`config.mk`:
```
export PLATFORM = sky130hd
export DESIGN_NAME = shift_exec_stage
export DESIGN_NICKNAME = d
export VERILOG_FILES = /design/src/rtl/shift_exec_stage_pkg.sv /design/src/rtl/shift_exec_stage_shifter.sv /design/src/rtl/shift_exec_stage.sv
export SDC_FILE = /design/constraint.sdc
export NUM_CORES = 1
export LEC_CHECK = 0
export ABC_AREA = 1
export CORE_MARGIN = 3
export CORE_UTILIZATION = 46
export DETAILED_ROUTE_END_ITERATION = 6
export PLACE_DENSITY = 0.74
export SETUP_SLACK_MARGIN = 0.02
export SLEW_MARGIN = 20
export SYNTH_ARGS = -nofsm -noshare
export SYNTH_HDL_FRONTEND = slang
export SYNTH_SLANG_ARGS = --single-unit
export TNS_END_PERCENT = 20
```
`constraint.sdc`:
```
create_clock -name clk -period 2.4 [get_ports clk]
set_input_delay 0.72 -clock clk [delete_from_list [all_inputs] [get_ports clk]]
set_output_delay 0.72 -clock clk [all_outputs]
set_load 0.03 [all_outputs]
```
`src/rtl/shift_exec_stage_pkg.sv`:
```
// rtl/shift_exec_stage_pkg.sv - shared op encodings, flag positions and carry helper
package shift_exec_stage_pkg;

  localparam int WIDTH = 16;

  typedef enum logic [1:0] {
    OP_LSH   = 2'b00,
    OP_LSHI  = 2'b01,
    OP_ASHU  = 2'b10,
    OP_ASHUI = 2'b11
  } shift_op_e;

  localparam int FLAG_C = 2;
  localparam int FLAG_Z = 1;
  localparam int FLAG_N = 0;

  // Last bit shifted out; right shifts only exist for logical ops with a negative amount.
  function automatic logic shift_carry(input logic [15:0] a, input logic [4:0] amt, input logic funct);
    logic [4:0] k;
    logic [4:0] idx;
    logic       c;
    c = 1'b0;
    if (!funct && amt[4]) begin
      k   = 5'd0 - amt;
      idx = k - 5'd1;
      c   = a[idx[3:0]];
    end else if (!amt[4] && amt != 5'd0) begin
      idx = 5'd16 - amt;
      c   = a[idx[3:0]];
    end
    return c;
  endfunction

endpackage

```
`src/rtl/shift_exec_stage_shifter.sv`:
```
// rtl/shift_exec_stage_shifter.sv - 16-bit shifter unit: signed-amount logical, left-only arithmetic
module shift_exec_stage_shifter (
  input  logic [15:0] a,
  input  logic [4:0]  b,
  input  logic        funct,
  output logic [15:0] result
);

  logic [4:0]  neg_b;
  logic [15:0] shl;
  logic [15:0] shr;

  assign neg_b = 5'd0 - b;
  assign shl   = a << b;
  assign shr   = a >> neg_b;

  // Arithmetic form keeps the sign bit and only ever shifts left.
  assign result = funct ? {a[15], shl[14:0]} : (b[4] ? shr : shl);

endmodule

```
`src/rtl/shift_exec_stage.sv`:
```
// rtl/shift_exec_stage.sv - 2-stage shift execute pipeline with valid/ready handshake
// Optional {C,Z,N} flag generation enabled by defining SHIFT_FLAGS_EN.
module shift_exec_stage #(
  parameter int WIDTH = 16
) (
  input  logic             clk,
  input  logic             reset,
  input  logic             in_valid,
  output logic             in_ready,
  input  logic [1:0]       in_op,
  input  logic [WIDTH-1:0] in_a,
  input  logic [WIDTH-1:0] in_b,
  input  logic [4:0]       in_imm,
  input  logic [3:0]       in_wb_addr,
  output logic             out_valid,
  input  logic             out_ready,
  output logic [WIDTH-1:0] out_result,
  output logic [3:0]       out_wb_addr,
  output logic [2:0]       out_flags
);

  import shift_exec_stage_pkg::*;

  logic             s1_valid;
  logic [WIDTH-1:0] s1_a;
  logic [4:0]       s1_amt;
  logic             s1_funct;
  logic [3:0]       s1_wb;

  logic             s2_advance;
  logic             accept;
  logic             imm_sel;
  logic             funct_dec;
  logic [WIDTH-1:0] sh_result;
  logic [2:0]       flags_next;
  logic             unused_b;

  assign s2_advance = !out_valid || out_ready;
  assign in_ready   = !s1_valid || s2_advance;
  assign accept     = in_valid && in_ready;

  assign imm_sel   = (in_op == OP_LSHI) || (in_op == OP_ASHUI);
  assign funct_dec = (in_op == OP_ASHU) || (in_op == OP_ASHUI);
  assign unused_b  = ^in_b[WIDTH-1:5];

  shift_exec_stage_shifter u_shifter (
    .a      (s1_a),
    .b      (s1_amt),
    .funct  (s1_funct),
    .result (sh_result)
  );

`ifdef SHIFT_FLAGS_EN
  always_comb begin
    flags_next         = '0;
    flags_next[FLAG_C] = shift_carry(s1_a, s1_amt, s1_funct);
    flags_next[FLAG_Z] = (sh_result == '0);
    flags_next[FLAG_N] = sh_result[WIDTH-1];
  end
`else
  assign flags_next = '0;
`endif

  always_ff @(posedge clk) begin
    if (reset) begin
      s1_valid    <= 1'b0;
      s1_a        <= '0;
      s1_amt      <= '0;
      s1_funct    <= 1'b0;
      s1_wb       <= '0;
      out_valid   <= 1'b0;
      out_result  <= '0;
      out_wb_addr <= '0;
      out_flags   <= '0;
    end else begin
      if (accept) begin
        s1_valid <= 1'b1;
        s1_a     <= in_a;
        s1_amt   <= imm_sel ? in_imm : in_b[4:0];
        s1_funct <= funct_dec;
        s1_wb    <= in_wb_addr;
      end else if (s2_advance) begin
        s1_valid <= 1'b0;
      end
      // Result registers only load on a real transfer so stalled outputs stay put.
      if (s2_advance) begin
        out_valid <= s1_valid;
        if (s1_valid) begin
          out_result  <= sh_result;
          out_wb_addr <= s1_wb;
          out_flags   <= flags_next;
        end
      end
    end
  end

endmodule

```
* Yosys cells after proc, flatten, opt, wreduce, memory -nomap -nowiden
Cells that the tools add are included.
** Storage, ports and cells
- Bits in registers :: 48
- Bits of input ports :: 47
- Output and inout port bits :: 25
- Logic and storage cells :: 28
** Operators by class
- $add $sub $neg :: 1
- Eq/ne operators :: 3
- Shift-type cells :: 2
- Mux-type cells :: 5
- Reduce and logical (&&, ||, !) cells :: 9
** Operators by type and width (count)
- 16-bit 2-to-1 mux :: 2
- 16-bit by 5-bit left shift with 16-bit output :: 1
- 16-bit by 5-bit right shift with 16-bit output :: 1
- 5-bit 2-to-1 mux :: 1
- 1-bit by 5-bit subtractor with 5-bit output (first input constant) :: 1
- 2-bit equality test (second input constant) :: 2
- 1-bit logical OR :: 4
- 2-bit by 1-bit equality test with 1-bit output (second input constant) :: 1
- 1-bit zero test :: 2
- 1-bit 2-to-1 mux :: 2
- 2-bit AND reduction :: 1
- 2-bit nonzero test :: 1
- 1-bit logical AND :: 1

* Longest topological paths before layout
Gate-level depths: netlist of run 1.
- Word-level depth :: 5
- Depth in mapped cells :: 14
- Gate-level depth less buffers :: 12

* Cells and area by module
A second synthesis of run 1 with hierarchy kept.
** Second synthesis, totals
- Cell total of the unflattened synthesis :: 558
- Area, all modules :: 3383.2 µm²
** Modules (own cells, without submodules)
- shift_exec_stage :: instances 1, cells an instance 264, area each 1983.2 µm²
- shift_exec_stage_shifter :: instances 1, cells an instance 294, area each 1400.1 µm²

* Worst setup path after synthesis of run 1
Ideal clock, no wire load.
- Path kind :: input port to flip-flop
- From :: in out_ready
- To :: reg s1_a[3]
- Setup time :: 0.116 ns
- Arrival :: 1.843 ns
- Slack :: 0.441 ns
- Stages :: 7
- Cell sequence :: inv_1 nand3_1 nand2_1 clkinv_1 buf_2 nor2_1 nor2_1
** Between the ends
- Word-level cells in the longest chain between the ends :: 3
** Ends and longest elaborated chain
- from (decl) :: line shift_exec_stage.sv:16 : input logic out_ready,
- 1-bit logical OR :: line shift_exec_stage.sv:38 : assign s2_advance = !out_valid || out_ready;
- 1-bit logical OR :: line shift_exec_stage.sv:39 : assign in_ready = !s1_valid || s2_advance;
- named net in_ready :: line shift_exec_stage.sv:9 : output logic in_ready,
- 1-bit logical AND :: line shift_exec_stage.sv:40 : assign accept = in_valid && in_ready;
- to (signal assigned) :: line shift_exec_stage.sv:78 : s1_a <= in_a;
- to (decl) :: line shift_exec_stage.sv:25 : logic [WIDTH-1:0] s1_a;
The timed path passes the listed nets, and every way through them passes these cells.
A chain may end at the register's enable or synchronous reset.

* Worst setup path in the final report of run 1
- From :: in out_ready
- To :: out in_ready
** Between the ends
- Word-level cells in the longest chain between the ends :: 2
** Ends and longest elaborated chain (line)
- 1-bit logical OR :: shift_exec_stage.sv:38
- 1-bit logical OR :: shift_exec_stage.sv:39
- to (decl) :: shift_exec_stage.sv:9
Every way passes these cells.

==> results of run 1 <==
==> power breakdown <==
part | internal, mW | switching, mW
Combinational | 0.293 | 0.472
Clock | 0.309 | 0.263
Sequential | 0.855 | 0.0485
Total | 1.46 | 0.783
==> cells in the final DEF, fill, tap and decap left out, types with 2 or more instances in the layout <==
master / instances
nand2_1: 126
nor2_1: 79
nand3_1: 68
clkdlybuf4s50_1: 56
dfxtp_1: 48
o21ai_0: 40
a21oi_1: 29
inv_1: 27
buf_4: 13
o21ai_1: 10
nand2_2: 9
clkbuf_8: 5
o211ai_1: 4
a31oi_1: 4
inv_4: 3
nand2_4: 3
and2_4: 3
conb_1: 3
clkinv_1: 2
o21a_1: 2
nand3_2: 2
nor2_2: 2
o21ai_2: 2
nand3b_1: 2
==> worst paths after layout <==
check                         startpoint                           to  slack, ns  depth (start not counted)
max                            out_ready                     in_ready       0.18                          4
min reg2reg  out_result[15]$_SDFFE_PP0P_  out_result[15]$_SDFFE_PP0P_       0.49                          2
min          out_result[15]$_SDFFE_PP0P_  out_result[15]$_SDFFE_PP0P_       0.49                          2
max reg2reg       s1_amt[0]$_SDFFE_PP0P_   out_result[5]$_SDFFE_PP0P_       0.43                         10
==> metal layers <==
| metal | GRT usage | wire length, um | vias to the layer above |
|---|---|---|---|
| li1 | - | - | 1753 |
| met2 | 0.392 | 4250 | 115 |
| met3 | 0.0350 | 505 | 18 |
| met1 | 0.304 | 3900 | 1545 |
| met5 | 0 | 0 | - |
| met4 | 0.0771 | 180 | 0 |
==> flip-flops by register name (all words and copies together) (netlist names) <==
signal and count:
out_result 16, out_valid 1, s1_amt 5, s1_valid 1, out_wb_addr 4, s1_a 16
s1_wb 4, s1_funct 1
==> stage by stage <==
stage,total power [mW],worst slack (ns),std cells
3_3_place_gp,1.67,0.181,627
5_1_grt,2.38,0.122,635
6_report,2.24,0.183,635
3_5_place_dp,1.68,0.177,627
2_1_floorplan,1.46,0.441,511
4_1_cts,2.25,0.172,635
==> final cells by class <==
type	count	share of cell area
multi-input cells	399	0.488
flip-flops and latches	48	0.249
repair buffers	70	0.176
inverters	33	0.0340
well taps	77	0.0250
clock buffers	6	0.0188
clock inverters	2	0.00908
==> logic make-up (layout without fill, tap and decap cells) <==
logic type	count (synthesis)	after routing
AO/OA/AOI/OAI	94	94
other	1	3
adder cells (fa/ha/maj)	1	1
flip-flops	48	48
buffers and inverters	64	111
AND/OR/NAND/NOR	301	301
==> synth_stat cells (2+ instances only) <==
master | number | share of area
and2_4 | 3 | 0.0083
buf_4 | 4 | 0.0095
nand2_2 | 9 | 0.018
buf_2 | 10 | 0.016
o211ai_1 | 4 | 0.0095
clkbuf_1 | 9 | 0.011
clkinv_1 | 2 | 0.0024
nand3_1 | 68 | 0.11
nand3_2 | 2 | 0.0063
nor2_1 | 79 | 0.094
inv_4 | 3 | 0.0059
inv_1 | 27 | 0.032
nand2_1 | 126 | 0.15
o21ai_1 | 10 | 0.016
o21ai_2 | 2 | 0.0055
nand2_4 | 3 | 0.011
a21oi_1 | 29 | 0.046
dfxtp_1 | 48 | 0.30
nor2_2 | 2 | 0.0040
buf_6 | 7 | 0.025
o21ai_0 | 40 | 0.063
nand3b_1 | 2 | 0.0047
a31oi_1 | 4 | 0.0079
o21a_1 | 2 | 0.0047
==> tightest hold or removal path, stage by stage, from the launching register on <==
cell,delay [ns]
dfxtp_1,0.33
nand2_1,0.06
a21oi_1,0.05
==> metrics.csv, run 1 <==
metric,value,unit
largest family of logic cells by synthesized area,simple AND/OR/NAND/NOR gates,
CTS Buf Count,5,
dpl hpwl,6.82,mm
Hold WC Path Type,reg2reg,
Fmax,451,MHz
final hold vios,0,
async set-reset flop share out of synthesis,0,
height of the die,89.0,um
Worst Skew,0.00574,ns
placed inst area,0.00375,mm2
final hold slack,0.486,ns
Critical Path Fanout Max,3,
synthesized area,0.00317,mm2
Yosys reg bits,48,
Synth Area in Simple Gates,0.425,
initial antenna violation count,0,
outcome,"complete, no violations",
Leak,1.74,nW
register area,961,um2
FP Rows,29,
PostCTS Resize Cnt,0,
CTS H-tree depth,2,
setup TNS,0,ns
final core occ,0.594,
global-route wire length before repair,14.4,mm
DRC viols,0,
share of cells above drive strength 1,0.0932,
Die Wd,89.0,um
"Seq/Total Area, Yosys",0.303,
slew margin rel.,0.632,
Cell variety after synth,38,
gpl congestion,0.966,
slew at the pin with the worst max-slew slack,0.550,ns
hold_buf cts,0,
PwrDens,580,mW/mm2
Core Footprint,0.00649,mm2
crit path capture type,primary output,
"Reg clk slew, reported paths",0.09,ns
crit-path leading delay family,buffers and inverters,
initial core utilization,0.488,
ANT nets after route,0,
Slowest cell on crit path,clkdlybuf4s50_1,
ANT cells,0,
crit path launch type,primary input,
Gate Count Post-Synth,509,
largest net degree at the start of global routing,38,
port bufs,57,
clk root buf,clkbuf_8,
Via-to-Cell Ratio,5.40,
vias in the first global route,3157,
synth-to-layout area growth,21.9,%
Synth Area in Adders,0.00395,
max-cap check violation count,0,
Post-synth EDFFs,0,
Max rail drop VDD,0.395,mV
"Top FF cell, synth",dfxtp_1,
die area,0.00792,mm2
Ports,72,
Routed WL per cell,13.9,um
post-synthesis compound-gate area fraction,0.163,
post-CTS setup buffer count,0,
final WL,8.83,mm
NumNets Final,605,
Clock Sinks,48,
CTS tree,built,
Multi-input gate area,0.00189,mm2
DR vias,3431,
Syn Area/Cell,6.22,um2
CP required,1.68,ns
clock buffer depth,2,
Final Instance Area,0.00386,mm2
WS Path Type,in2out,
GRT overflow,0,
multiplexer share of the synthesized area,0,
post-synthesis xor/xnor area fraction,0,
Final setup violation count,0,
first-pass iteration count of the detailed router,4,
fin crit share,0.924,
total number of yosys warnings,0,
CP arrival,1.50,ns
Global Route Usage Sum,0.232,
CP max stage delay,0.45,ns
Initial DRC Count,215,
unrepaired setup endpoints after global routing,no,
latest clock arrival within the worst-skew pair,0.30,ns
WP buf/inv,3,
sequence of cells on the critical path,"clkdlybuf4s50_1, inv_1, nand3_1, buf_4",
Max Slew Vio Count,0,
filler instances,647,
final critical-path required period,2.22,ns
(Power assumes the default switching activity.)
==> run 2: changes to the inputs <==
--- a/config.mk
+++ b/config.mk
@@ -11,6 +11,7 @@
 export DETAILED_ROUTE_END_ITERATION = 6
 export PLACE_DENSITY = 0.74
 export SETUP_SLACK_MARGIN = 0.02
+export SKIP_LAST_GASP = 1
 export SLEW_MARGIN = 20
 export SYNTH_ARGS = -nofsm -noshare
 export SYNTH_HDL_FRONTEND = slang
==> results of run 2 <==
No change in the layout: final DEF, timing and power equal those of run 1.
==> run 3: changes to the inputs <==
--- a/config.mk
+++ b/config.mk
@@ -9,7 +9,7 @@
 export CORE_MARGIN = 3
 export CORE_UTILIZATION = 46
 export DETAILED_ROUTE_END_ITERATION = 6
-export PLACE_DENSITY = 0.74
+export PLACE_DENSITY_LB_ADDON = 0.08
 export SETUP_SLACK_MARGIN = 0.02
 export SKIP_LAST_GASP = 1
 export SLEW_MARGIN = 20
==> run 3 against run 2 <==
Compared with the run above: power is 2.0% lower; combinational power is 0.5% higher; via count stayed put; critical path depth stayed put; register-to-register slack worse by 0.04 ns; critical path type unchanged; critical endpoint unchanged.
==> metrics.csv, run 3 (synthesis results as in run 1) <==
metric,value,unit,change
Via-to-Cell Ratio,5.39,,-0.16%
Critical Path Fanout Max,3,,unchanged
Top Registers,"out_result: 16 flops, s1_a: 16 flops, s1_amt: 5 flops",,
max-cap check violation count,0,,unchanged
share of cells above drive strength 1,0.0966,,+0.00341
clock buffer depth,2,,unchanged
Max Slew Vio Count,0,,unchanged
first-pass iteration count of the detailed router,5,,+1
dpl hpwl,6.81,mm,about the same
WS Path Type,in2out,,
ANT nets after route,0,,unchanged
final hold vios,0,,unchanged
"Reg clk slew, reported paths",0.09,ns,about the same
ANT cells,0,,unchanged
clk root buf,clkbuf_8,,
"commonest non-fill, non-tap cell in the layout",nand2_1,,
fin crit share,0.923,,-0.00125
CP arrival,1.49,ns,about the same
NumNets Final,606,,+0.17%
Final Instance Area,0.00387,mm2,+0.23%
Routed WL per cell,13.9,um,-0.26%
vias in the first global route,3073,,-2.7%
initial antenna violation count,0,,unchanged
WHS Path Cells,2,,unchanged
GRT overflow,0,,unchanged
Ports,72,,unchanged
Worst Skew,0.00523,ns,-0.000508 ns
Die Wd,89.0,um,unchanged
filler instances,668,,+3.2%
sequence of cells on the critical path,"clkdlybuf4s50_1, inv_1, nand3_1, buf_4",,
die area,0.00792,mm2,unchanged
crit path launch type,primary input,,
outcome,"complete, no violations",,
CP max stage delay,0.45,ns,about the same
met1 Resource Use GR,0.324,,+0.0194
largest net degree at the start of global routing,38,,unchanged
placed inst area,0.00377,mm2,+0.53%
Slowest cell on crit path,clkdlybuf4s50_1,,
Leak,1.75,nW,+0.35%
FP Rows,29,,unchanged
crit path capture type,primary output,,
PostCTS Resize Cnt,0,,unchanged
height of the die,89.0,um,unchanged
Initial DRC Count,269,,+25%
final WL,8.83,mm,-0.10%
latest clock arrival within the worst-skew pair,0.30,ns,about the same
Core Footprint,0.00649,mm2,unchanged
Power Total,2.20,mW,-2.0%
most frequent cells in the layout,"nand2_1, nor2_1, nand3_1",,
register area,961,um2,unchanged
CTS H-tree depth,2,,unchanged
Max rail drop VDD,0.388,mV,-1.7%
initial core utilization,0.488,,unchanged
hold_buf cts,0,,unchanged
routing usage on met2,0.386,,-0.00607
port bufs,57,,unchanged
CP required,1.68,ns,about the same
busiest grt layer,met2,,
Final setup violation count,0,,unchanged
R2R Path End,out_result[15]$_SDFFE_PP0P_,,
CTS tree,built,,
Hold Path End,out_result[15]$_SDFFE_PP0P_,,
gpl congestion,0.940,,-2.7%
hold_sp,out_result[15]$_SDFFE_PP0P_,,
final hold slack,0.486,ns,-0.000581 ns
unrepaired setup endpoints after global routing,no,,
DRC viols,0,,unchanged
worst reg-to-reg path cell count,11,,+1
Multi-input gate area,0.00189,mm2,unchanged
Fmax,452,MHz,+0.14%
met3 usage,0.0406,,+0.00553
Hold WC Path Type,reg2reg,,
global-route wire length before repair,14.6,mm,+0.91%
WP buf/inv,3,,unchanged
Clock Sinks,48,,unchanged
slew margin rel.,0.609,,-0.0232
Global Route Usage Sum,0.236,,+0.00379
setup TNS,0,ns,unchanged
crit-path leading delay family,buffers and inverters,,
DR vias,3431,,unchanged
synth-to-layout area growth,22.2,%,
slew at the pin with the worst max-slew slack,0.584,ns,+0.0347 ns
post-CTS setup buffer count,0,,unchanged
PwrDens,568,mW/mm2,-2.2%
RR Startpoint,s1_amt[0]$_SDFFE_PP0P_,,
Reg2Reg Setup Slack,0.39,ns,-0.04 ns
final critical-path required period,2.21,ns,-0.00300 ns
CTS Buf Count,5,,unchanged
-- run 3: report_power, final --
| group | leakage (nW) | internal, mW | switching [mW] |
|---|---|---|---|
| clock | 0.0516 | 0.236 | 0.285 |
| sequential | 0.397 | 0.855 | 0.0509 |
| combinational | 1.30 | 0.297 | 0.472 |
| total | 1.75 | 1.39 | 0.808 |
-- run 3: tightest hold or removal path: cells and delay by family (launching register included) --
kind | cells | cell delay (ns)
compound gates | 1 | 0.06
simple gates | 1 | 0.06
flops | 1 | 0.33
-- run 3: routing by layer --
layer / part of all wire / wire length (um)
met3: 0.045 / 393
met1: 0.47 / 4190
met4: 0.017 / 152
met5: 0 / 0
met2: 0.46 / 4090
-- run 3: final cells by class --
type,instances,share of cell area
timing repair buffer,71,0.180
multi-input combinational,399,0.487
inverter,33,0.0340
clock buffer,6,0.0213
sequential,48,0.248
tap,77,0.0249
clock inverter,2,0.00356
-- run 3: per-stage QoR --
| step | utilization | instances | worst slack (ns) |
|---|---|---|---|
| 5_1_grt | 0.596 | 636 | 0.128 |
| 3_5_place_dp | 0.581 | 628 | 0.191 |
| 3_3_place_gp | 0.581 | 628 | 0.187 |
| 6_report | 0.596 | 636 | 0.186 |
| 2_1_floorplan | - | 511 | 0.441 |
| 4_1_cts | 0.596 | 636 | 0.183 |
-- run 3: worst max-delay path by stage --
stage                                       from                         end  slack, ns  cells after the start
after floorplan                        out_ready        s1_a[3]$_SDFFE_PP0P_       0.44                      7
after global placement                 out_ready                    in_ready       0.19                      4
after detailed placement               out_ready                    in_ready       0.19                      4
after CTS                              out_ready                    in_ready       0.18                      4
after global routing      s1_amt[0]$_SDFFE_PP0P_  out_result[1]$_SDFFE_PP0P_       0.13                     13
final                                  out_ready                    in_ready       0.19                      4
==> variant, RTL diff (config.mk and constraints of run 2) <==
The option `SHIFT_FLAGS_EN` is turned on by a define.
--- a/src/rtl/shift_exec_stage.sv
+++ b/src/rtl/shift_exec_stage.sv
@@ -1,5 +1,7 @@
 // rtl/shift_exec_stage.sv - 2-stage shift execute pipeline with valid/ready handshake
 // Optional {C,Z,N} flag generation enabled by defining SHIFT_FLAGS_EN.
+`define SHIFT_FLAGS_EN
+
 module shift_exec_stage #(
   parameter int WIDTH = 16
 ) (
Behaviour: not the same (Yosys sat finds a counterexample within 4 cycles, from zero or initial values and one cycle with reset high).
==> variant against run 2 <==
- critical path depth grew 7
- sequential cell count grew 2
- wire length up 15%
- area after synthesis increased by 6.0%
- design area is 6.9% higher
- hold slack got worse by 0.0012 ns
- setup slack got worse by 0.030 ns
- cell count grew 11%
- total power increased by 12%
- maximum frequency down 1.3%
- sequential power is 3.9% higher
==> variant: results (changes against run 2) <==
status completed (unchanged); clock-pin slew on the worst setup and hold paths 0.10 ns; beginning of the worst hold path s1_wb[1] (was out_result[15]); Skew-Pair Late Insertion Delay 0.32 ns (was 0.30 ns); clk buf depth 2 (unchanged); Syn Inst Count 560 (was 509); fraction of registers with async set/reset 0% (unchanged); Slowest cell on crit path dfxtp_1 (was clkdlybuf4s50_1); TritonRoute pass-1 iters 5 (was 4); Hold WC Path Type flop to flop (unchanged); CP arrival 2.44 ns (was 1.50 ns); CP startpoint s1_amt[0] (was out_ready); Yosys warning count 0 (unchanged); Synthesized Nets 609; CP max FO 17 (was 3); Vias/cell 5.39 (was 5.40); DP Cell Count 699 (was 627); DPL Wire Length 7.67 mm (was 6.82 mm); initial antenna violation count 0 (unchanged); vias in the first global route 3,607 (was 3,157); setup bufs post-CTS 0 (unchanged); final clock skew 0.0188 ns (was 0.00574 ns); Worst Reg-to-Reg Cells 11 (was 10); CTS root buffer clkbuf_8 (unchanged); Non-Filler Instances 707 (was 635); GRT Total Usage 24.6% (was 23.2%); Slew @ Worst Pin 0.586 ns (was 0.550 ns); P_leak 0.00190 uW (was 0.00174 uW); Layout Nets 659 (was 605); r2r setup slk 0.15 ns (was 0.43 ns); top flop regs s1_a x16, out_result x15, s1_amt x5 (was out_result x16, s1_a x16, s1_amt x5); peak supply drop 0.000350 V (was 0.000395 V); 1st-iter DRT viols 236 (was 215); reg2reg end out_flags[2] (was out_result[5]); Critical Path Max Stage Delay 0.41 ns (was 0.45 ns); first-pass GRT wire length 16.9 mm (was 14.4 mm); global placement routability congestion 0.949 (was 0.966); sequential element share of the synthesized area 29.8% (was 30.3%); ant diodes 0 (unchanged); top cells by area, synth dfxtp_1 (30%), nand3_1 (18%), nand2_1 (14%) (was dfxtp_1 (30%), nand2_1 (15%), nand3_1 (11%)); pin count of the biggest net entering global routing 44 (was 38); Post-synth top cells nand2_1 (126), nand3_1 (124), nor2_1 (97) (was nand2_1 (126), nor2_1 (79), nand3_1 (68)); share of post-route cells with drive strength above 1 7.53% (was 9.32%); Max H-tree Level 2 (unchanged); hold path depth 2 (unchanged); port buffer count 60 (was 57); Min Hold Slack 0.485 ns (was 0.486 ns); final wirelength 10.2 mm (was 8.83 mm); Cell variety after synth 28 (was 38); TritonCTS Buffers 5 (unchanged); hold path endpoint s1_wb[1] (was out_result[15])
## variant: routing by layer
metal  vias to the layer above  track usage (%)  part of all wire (%)
li1                       1949                -                     -
met1                      1717             31.9                    45
met2                       131             40.8                    46
met3                        17             4.64                   6.4
met4                         0             8.29                   2.2
met5                         -                0                     0
## variant: layout make-up
cell class	instances	area (sq um)
clock inverter	3	48.8
inverter	30	120
fill	708	2820
multi-input combinational	448	2040
sequential	50	1000
timing repair buffer	75	723
clock buffer	5	68.8
tap	96	120
## variant: kinds of logic (layout without fill, tap and decap cells)
logic type      Yosys count  count (layout)  share of synthesized area (%)
compound gates           78              78                           12.2
simple gates            367             367                           47.6
xor+xnor                  1               1                          0.261
buf+inv                  62             113                           9.35
flops                    50              50                           29.8
fa+ha+maj                 2               2                          0.745
## variant: worst max-delay path by stage
stage	end	cells past startpoint	slack [ns]
final	out_flags[2]	11	0.15
after global routing	out_flags[2]	11	-0.01
after CTS	out_flags[2]	11	0.17
after detailed placement	in_ready	4	0.19
after global placement	in_ready	4	0.19
after floorplan	out_flags[1]	15	0.20
## variant: metrics by stage
step,util (%),setup TNS (ns),area (sq um),setup WS (ns)
final,59.4,0,4130,0.153
after global routing,59.4,-0.0116,4130,-0.0116
after CTS,59.4,0,4120,0.168
after detailed placement,57.7,0,4010,0.188
after global placement,57.7,0,4010,0.189
after floorplan,-,0,3360,0.205
## variant: critical path, delay by kind of cell, from the launching register on
kind / cells / cell delay, ns
adders and majority gates: 1 / 0.32
and+or+nand+nor: 3 / 0.37
DFF: 1 / 0.41
buffers and inverters: 3 / 0.42
AOI/OAI and AO/OA: 4 / 0.60
## variant: report_power, final
group / switching (uW) / total (uW) / internal (uW)
sequential: 48.4 / 939 / 890
combinational: 591 / 933 / 342
clock: 318 / 636 / 318
total: 957 / 2510 / 1550
